<file path="src/rtl/spi_flash_pkg.sv">
// Shared constants and types for the SPI flash JPEG reader.
//   OPC_READ_DUAL : Fast Read Dual Output opcode
//   *_CLKS        : sclk counts of each transaction phase
//   state_e       : top-level transaction FSM states
package spi_flash_pkg;
  localparam logic [7:0] OPC_READ_DUAL = 8'h3B;
  localparam int         CMD_BITS      = 8;
  localparam int         ADDR_BITS     = 24;
  localparam logic [5:0] CMD_CLKS      = 6'(CMD_BITS);
  localparam logic [5:0] ADDR_CLKS     = 6'(ADDR_BITS);
  localparam logic [5:0] DUMMY_CLKS    = 6'd8;
  // dual output: two bits per clock, four clocks per byte
  localparam logic [5:0] DATA_CLKS     = 6'd4;

  typedef enum logic [2:0] {
    ST_IDLE, ST_CMD, ST_ADDR, ST_DUMMY, ST_DATA, ST_STOP, ST_WAIT
  } state_e;
endpackage

</file>
<file path="src/rtl/spi_flash_shifter.sv">
// SPI mode-0 bit engine. Runs one burst of nclk_i sclk periods per start_i.
//   clk_i/rst_ni : clock, synchronous active-low reset
//   start_i      : begin a burst (honoured only while idle)
//   dual_i       : burst samples miso_i/miso1_i into rx (2 bits/clock)
//   abort_i      : stop at once, sclk forced low
//   nclk_i/tx_i  : burst length, left-aligned shift-out data (MSB first)
//   sclk_o/mosi_o: pins; busy_o while bursting; done_o one cycle after a burst
//   rx_done_o/rx_o : pulse when a dual burst's last sample lands in rx_o
module spi_flash_shifter #(
  parameter int SCLK_FREQ = 1
)(
  input  logic        clk_i,
  input  logic        rst_ni,
  input  logic        start_i,
  input  logic        dual_i,
  input  logic        abort_i,
  input  logic [5:0]  nclk_i,
  input  logic [31:0] tx_i,
  input  logic        miso_i,
  input  logic        miso1_i,
  output logic        sclk_o,
  output logic        mosi_o,
  output logic        busy_o,
  output logic        done_o,
  output logic        rx_done_o,
  output logic [7:0]  rx_o
);
  localparam int HALF = (SCLK_FREQ < 1) ? 1 : SCLK_FREQ;
  localparam int DW   = $clog2(HALF + 1);

  logic          active_q, active_d, sclk_q, sclk_d, dual_q, dual_d;
  logic          done_q, done_d, rx_done_q, rx_done_d;
  logic [DW-1:0] div_q, div_d;
  logic [5:0]    cnt_q, cnt_d;
  logic [31:0]   tx_q, tx_d;
  logic [7:0]    rx_q, rx_d;

  always_comb begin
    active_d = active_q; sclk_d = sclk_q; dual_d = dual_q; div_d = div_q;
    cnt_d = cnt_q; tx_d = tx_q; rx_d = rx_q; done_d = 1'b0; rx_done_d = 1'b0;
    if (abort_i) begin
      active_d = 1'b0; sclk_d = 1'b0; div_d = '0; tx_d = '0;
    end else if (!active_q) begin
      if (start_i) begin
        active_d = 1'b1; div_d = '0; cnt_d = nclk_i; tx_d = tx_i; dual_d = dual_i;
      end
    end else if (div_q != DW'(HALF - 1)) begin
      div_d = div_q + 1'b1;
    end else begin
      div_d = '0;
      if (!sclk_q) begin
        // rising edge: sample in the same cycle sclk goes high
        sclk_d = 1'b1;
        cnt_d  = cnt_q - 6'd1;
        if (dual_q) begin
          rx_d      = {rx_q[5:0], miso_i, miso1_i};
          rx_done_d = (cnt_q == 6'd1);
        end
      end else begin
        // falling edge: present next bit while sclk is low
        sclk_d = 1'b0;
        tx_d   = {tx_q[30:0], 1'b0};
        if (cnt_q == 6'd0) begin
          active_d = 1'b0;
          done_d   = 1'b1;
        end
      end
    end
  end

  always_ff @(posedge clk_i) begin
    if (!rst_ni) begin
      active_q <= 1'b0; sclk_q <= 1'b0; dual_q <= 1'b0; div_q <= '0;
      cnt_q <= '0; tx_q <= '0; rx_q <= '0; done_q <= 1'b0; rx_done_q <= 1'b0;
    end else begin
      active_q <= active_d; sclk_q <= sclk_d; dual_q <= dual_d; div_q <= div_d;
      cnt_q <= cnt_d; tx_q <= tx_d; rx_q <= rx_d; done_q <= done_d; rx_done_q <= rx_done_d;
    end
  end

  assign sclk_o    = sclk_q;
  assign mosi_o    = tx_q[31];
  assign busy_o    = active_q;
  assign done_o    = done_q;
  assign rx_done_o = rx_done_q;
  assign rx_o      = rx_q;
endmodule

</file>
<file path="src/rtl/spi_flash_jpeg_reader.sv">
// Streams JPEG images out of a SPI NOR flash with Fast Read Dual Output.
// Image n lives at START_ADDR + n*ADDR_OFFSET; next/back step the index,
// flush restarts the current image, interrupt parks the reader in WAIT.
//   i_sysclk/i_arst : clock, synchronous active-low reset
//   i_next/i_back/i_interrupt/i_flush : control pulses
//   i_miso/i_miso_1 : flash IO1/IO0 ; o_nss/o_sclk/o_mosi/o_mosi_oe : flash pins
//   i_ready/o_byte_en/o_byte : downstream byte handshake
module spi_flash_jpeg_reader #(
  parameter logic [5:0]            SCLK_FREQ   = 6'd1,
  parameter int                    ADDR_WIDTH  = 24,
  parameter int                    NUM_OF_JPG  = 16,
  parameter logic [ADDR_WIDTH-1:0] START_ADDR  = 'h00000,
  parameter logic [ADDR_WIDTH-1:0] ADDR_OFFSET = 'h00200
)(
  input  logic       i_sysclk,
  input  logic       i_arst,
  input  logic       i_next,
  input  logic       i_back,
  input  logic       i_interrupt,
  input  logic       i_flush,
  input  logic       i_miso,
  input  logic       i_miso_1,
  output logic       o_nss,
  output logic       o_sclk,
  output logic       o_mosi,
  output logic       o_mosi_oe,
  input  logic       i_ready,
  output logic       o_byte_en,
  output logic [7:0] o_byte
);
  import spi_flash_pkg::*;

  localparam int         HALF  = (SCLK_FREQ == 6'd0) ? 1 : int'(SCLK_FREQ);
  localparam int         IDX_W = (NUM_OF_JPG > 1) ? $clog2(NUM_OF_JPG) : 1;
  localparam logic [IDX_W-1:0] LAST_IDX = IDX_W'(NUM_OF_JPG - 1);
  // nss stays high for two sclk periods between transactions
  localparam logic [8:0] STOP_LAST = 9'(4 * HALF - 1);

  state_e           state_q, state_d;
  logic [IDX_W-1:0] idx_q, idx_d;
  logic [8:0]       stop_cnt_q, stop_cnt_d;
  logic             nss_q, nss_d, oe_q, oe_d, byte_en_q, byte_en_d;
  logic [7:0]       byte_q, byte_d;

  logic                  sh_start, sh_dual, sh_abort, sh_busy, sh_done, sh_rx_done;
  logic [5:0]            sh_nclk;
  logic [31:0]           sh_tx;
  logic [7:0]            sh_rx;
  logic                  xfer, nav;
  logic [ADDR_WIDTH-1:0] addr_full;
  logic [ADDR_BITS-1:0]  addr_tx;

  assign addr_full = START_ADDR + ADDR_WIDTH'(idx_q) * ADDR_OFFSET;
  assign addr_tx   = ADDR_BITS'(addr_full);
  assign xfer      = state_q inside {ST_CMD, ST_ADDR, ST_DUMMY, ST_DATA};
  // next together with back cancels out
  assign nav       = i_next ^ i_back;

  always_comb begin
    state_d = state_q; idx_d = idx_q; byte_en_d = 1'b0; byte_d = byte_q;
    sh_abort = 1'b0; sh_dual = 1'b0; sh_nclk = CMD_CLKS; sh_tx = '0;
    case (state_q)
      ST_IDLE:  state_d = ST_CMD;
      ST_CMD: begin
        sh_tx = {OPC_READ_DUAL, 24'h0};
        if (sh_done) state_d = ST_ADDR;
      end
      ST_ADDR: begin
        sh_nclk = ADDR_CLKS;
        sh_tx   = {addr_tx, 8'h0};
        if (sh_done) state_d = ST_DUMMY;
      end
      ST_DUMMY: begin
        sh_nclk = DUMMY_CLKS;
        if (sh_done) state_d = ST_DATA;
      end
      ST_DATA: begin
        sh_nclk = DATA_CLKS;
        sh_dual = 1'b1;
        if (sh_rx_done) begin
          byte_en_d = 1'b1;
          byte_d    = sh_rx;
        end
      end
      ST_STOP:  if (stop_cnt_q == STOP_LAST) state_d = ST_CMD;
      default:  ;
    endcase
    // bytes only start on a boundary with the sink ready; flow control is
    // just withholding the next burst, so sclk idles low and nss stays low
    sh_start = xfer && !sh_busy && !sh_done && (state_q != ST_DATA || i_ready);

    if (nav) begin
      idx_d    = i_next ? ((idx_q == LAST_IDX) ? '0 : idx_q + 1'b1)
                        : ((idx_q == '0) ? LAST_IDX : idx_q - 1'b1);
      state_d  = ST_STOP;
      sh_abort = 1'b1;
    end else if (i_flush) begin
      state_d  = ST_STOP;
      sh_abort = 1'b1;
    end else if (i_interrupt && xfer) begin
      state_d  = ST_WAIT;
      sh_abort = 1'b1;
    end
    if (sh_abort) begin
      sh_start  = 1'b0;
      byte_en_d = 1'b0;
      byte_d    = byte_q;
    end

    stop_cnt_d = (state_q == ST_STOP && state_d == ST_STOP && !sh_abort)
                 ? stop_cnt_q + 9'd1 : 9'd0;
    nss_d = !(state_d inside {ST_CMD, ST_ADDR, ST_DUMMY, ST_DATA});
    oe_d  = state_d inside {ST_CMD, ST_ADDR};
  end

  always_ff @(posedge i_sysclk) begin
    if (!i_arst) begin
      state_q <= ST_IDLE; idx_q <= '0; stop_cnt_q <= '0;
      nss_q <= 1'b1; oe_q <= 1'b0; byte_en_q <= 1'b0; byte_q <= '0;
    end else begin
      state_q <= state_d; idx_q <= idx_d; stop_cnt_q <= stop_cnt_d;
      nss_q <= nss_d; oe_q <= oe_d; byte_en_q <= byte_en_d; byte_q <= byte_d;
    end
  end

  spi_flash_shifter #(.SCLK_FREQ(HALF)) u_shifter (
    .clk_i     (i_sysclk),
    .rst_ni    (i_arst),
    .start_i   (sh_start),
    .dual_i    (sh_dual),
    .abort_i   (sh_abort),
    .nclk_i    (sh_nclk),
    .tx_i      (sh_tx),
    .miso_i    (i_miso),
    .miso1_i   (i_miso_1),
    .sclk_o    (o_sclk),
    .mosi_o    (o_mosi),
    .busy_o    (sh_busy),
    .done_o    (sh_done),
    .rx_done_o (sh_rx_done),
    .rx_o      (sh_rx)
  );

  assign o_nss     = nss_q;
  assign o_mosi_oe = oe_q;
  assign o_byte_en = byte_en_q;
  assign o_byte    = byte_q;
endmodule

</file>
<file path="config.mk">
export PLATFORM = sky130hd
export DESIGN_NAME = spi_flash_jpeg_reader
export DESIGN_NICKNAME = d
export VERILOG_FILES = /design/src/rtl/spi_flash_pkg.sv /design/src/rtl/spi_flash_shifter.sv /design/src/rtl/spi_flash_jpeg_reader.sv
export SDC_FILE = /design/constraint.sdc
export NUM_CORES = 1
export LEC_CHECK = 0
export ABC_AREA = 1
export CORE_MARGIN = 8
export CORE_UTILIZATION = 31
export DETAILED_ROUTE_END_ITERATION = 6
export SETUP_SLACK_MARGIN = 0.4
export SLEW_MARGIN = 10
export SYNTH_ARGS = -nofsm -noshare
export SYNTH_HDL_FRONTEND = slang
export SYNTH_SLANG_ARGS = --single-unit
</file>
<file path="constraint.sdc">
create_clock -name i_sysclk -period 1.3 [get_ports i_sysclk]
set_clock_uncertainty 0.05 [all_clocks]
set_input_delay 0.195 -clock i_sysclk [delete_from_list [all_inputs] [get_ports i_sysclk]]
set_output_delay 0.195 -clock i_sysclk [all_outputs]
set_load 0.05 [all_outputs]
</file>
==> results.md <==
* Clk slew on worst S/H paths at 70 ps
* Synth warnings at 0
* Leakage at 0.00171 uW
* Post-Syn Instances at 385
* Initial Util at 0.320
* Hold Crit Start: i_miso
* Synth Net Count at 399
* Max-slew headroom at 0.792
* ANT cells at 0
* TritonCTS clock tree: yes
* Clk sinks at 61
* I/O pins at 22
* Synthesized flop and latch total at 61
* RD Place Congestion at 0.848
* Core area at 0.00876 mm^2
* Die width at 111 um
* H-tree levels at 3
* Routed vias/inst at 4.79
* Critical R2R Capture: stop_cnt_q[8]
* WHS at 399 ps
* R2R cell count at 11
* Yosys cell types at 28
* Initial antenna violation count at 0
* Critical R2R Launch: state_q[2]
* Commonest non-fill, non-tap cell in the layout: nand2_1
* Setup CP Type: reg -> reg
* Avg Cell Area, Syn at 7.29 um^2
* Peak VDD IR at 480 uV
* Chip Height at 111 um
* WHS Endpoint: u_shifter.rx_o[1]
* CTS Buf Count at 9
* Hold Path Class: in -> reg
* Largest net degree at the start of global routing at 28
* Sequential share of the synthesized area at 0.435
* Crit end category: register
* Top-area cell type share of the netlist area at 0.435
* Critical path peak fanout at 5
* Utilization after layout at 0.486
* IO buf count at 21
* Min Tclk post-route at 1460 ps
* Layout Cells excl Fill at 583
* Fin. Hold Viols at 0
* Worst skew pair latency at 340 ps
* Remaining Overflow, GRT at 0
* Synth area leader: dfxtp_1
* Final period util at 1.12
* Die area at 0.0124 mm^2
* Critical path launch point type: register
* Post-route cell area at 0.00426 mm^2
* Max-cap violations at 0
* Hpwl dp at 4770 um
* Most frequent cells in the layout: 69 x nand2_1, 52 x buf_4, 40 x dfxtp_1, 39 x nor2_1, 30 x inv_1
* FF-to-FF setup slack at -160 ps
* Setup WS post-layout at -157 ps
* Vias in the first global route at 2743
* DRT antenna net count at 0
* Outcome: complete, but fails checks
* Failing checks: negative setup slack
* CTS Buffer Depth at 2
* Wirelength per Cell at 12.3 um
* DR iter-0 viols at 116
* Share of cells above drive strength 1 at 0.398
* Hold Path Depth at 3
* Worst-Margin Slew at 312 ps
* Worst EP arrival at 1680 ps
* Initial DRT Pass Iterations at 4
* RSZ-0062 raised after global routing: yes
* Finish-stage setup viols at 54
* Post-Place Worst Slack at -543 ps
* DR vias at 2790
* Max-slew violation count at 0
* CP Data Required Time at 1530 ps
* Synth area leaders: dfxtp_1 44%, nand2_1 12%, nor2_1 6.3%
* DRC Markers at 0
* WL final at 7150 um
* Final net count at 484
* Hold buffers post-CTS at 0
* Synthesized area at 0.00281 mm^2
* Area Overhead vs Synth at 51.9%
* DP Area at 0.00369 mm^2
* Max Fclk at 686 MHz
* Root Buffer: clkbuf_8
* Row cnt at 34
* Dpl cells at 552
* Overall routing resource usage at 0.116
* First-pass GRT wire length at 12000 um
* Pwr per Cell Area at 1000 mW/mm^2
timing repair:
action | CTS | global route
gates resized for setup | 57 | 31
gates cloned | 1 | 0
buffers inserted | 12 | 2
pin swaps | 24 | 14
endpoints found under the setup margin | 74 | 74
sequential cells by signal (all words and copies together) (netlist names), 3 cells and up:
name and count:
stop_cnt_q 9, u_shifter.rx_o 8, idx_q 4, o_byte 8
u_shifter.cnt_q 6, u_shifter.tx_q 15, state_q 3
per-stage QoR:
stage | power, uW | TNS, ps
final | 4280 | -4910
after CTS | 4280 | -5420
after global routing | 4480 | -9470
after global placement | 2530 | -22590
after floorplan | 2320 | -35.0
after detailed placement | 2540 | -26070
synth_stat cells (all sizes together):
cell,n
a21oi,35
a31oi,2
buf,4
clkbuf,5
dfxtp,61
ha,5
inv,41
nand2,92
nand3,32
nand4,14
nor2,52
nor3,4
o211ai,2
o21ai,26
o22ai,1
xnor2,2
xor2,7
routing by layer:
layer / routed length (um) / vias to the layer above / track usage
met5: 0 / - / 0
met4: 194 / 0 / 0.0684
met3: 291 / 20 / 0.0276
met2: 3540 / 58 / 0.198
met1: 3130 / 1276 / 0.129
li1: - / 1436 / -
worst max-delay path by stage:
stage | from | endpoint | slack (ps) | depth (start not counted)
after floorplan | state_q[2] | stop_cnt_q[0] | -4 | 10
after global placement | i_next | u_shifter.rx_o[1] | -440 | 10
after detailed placement | i_next | u_shifter.rx_o[6] | -540 | 10
after CTS | stop_cnt_q[1] | stop_cnt_q[8] | -170 | 10
after global routing | state_q[2] | stop_cnt_q[8] | -250 | 11
final | state_q[2] | stop_cnt_q[8] | -160 | 11
report_power, final:
part           switching (uW)  total [uW]  internal, uW
clock                     759        1630           874
sequential               54.1        1960          1900
combinational             373         685           313
critical path, stage by stage (launching register included):
cell and delay [ps]:
dfxtp_4 370, inv_4 80, nand2_2 70, nor2_4 120, nand2_2 90, nand2_2 80, nand2_2 60, nand2_2 80
nand2_2 60, nor2_4 150, nand2_4 90, nor2_2 100
logic make-up after synthesis:
family	Yosys count	synth area share
DFF	61	0.435
buffers and inverters	50	0.0740
adders and majority gates	5	0.0223
AOI/OAI and AO/OA	66	0.121
xor gates and xnor gates	9	0.0281
and+or+nand+nor	194	0.320
final cells by class:
type,instances,area [um^2]
clock buffer,9,124
clock inverter,7,65.1
fill,833,4500
inverter,41,169
multi-input combinational,275,1670
sequential,61,1260
tap,108,135
timing repair buffer,82,838
No activity file was read; power rests on OpenSTA's default activity.
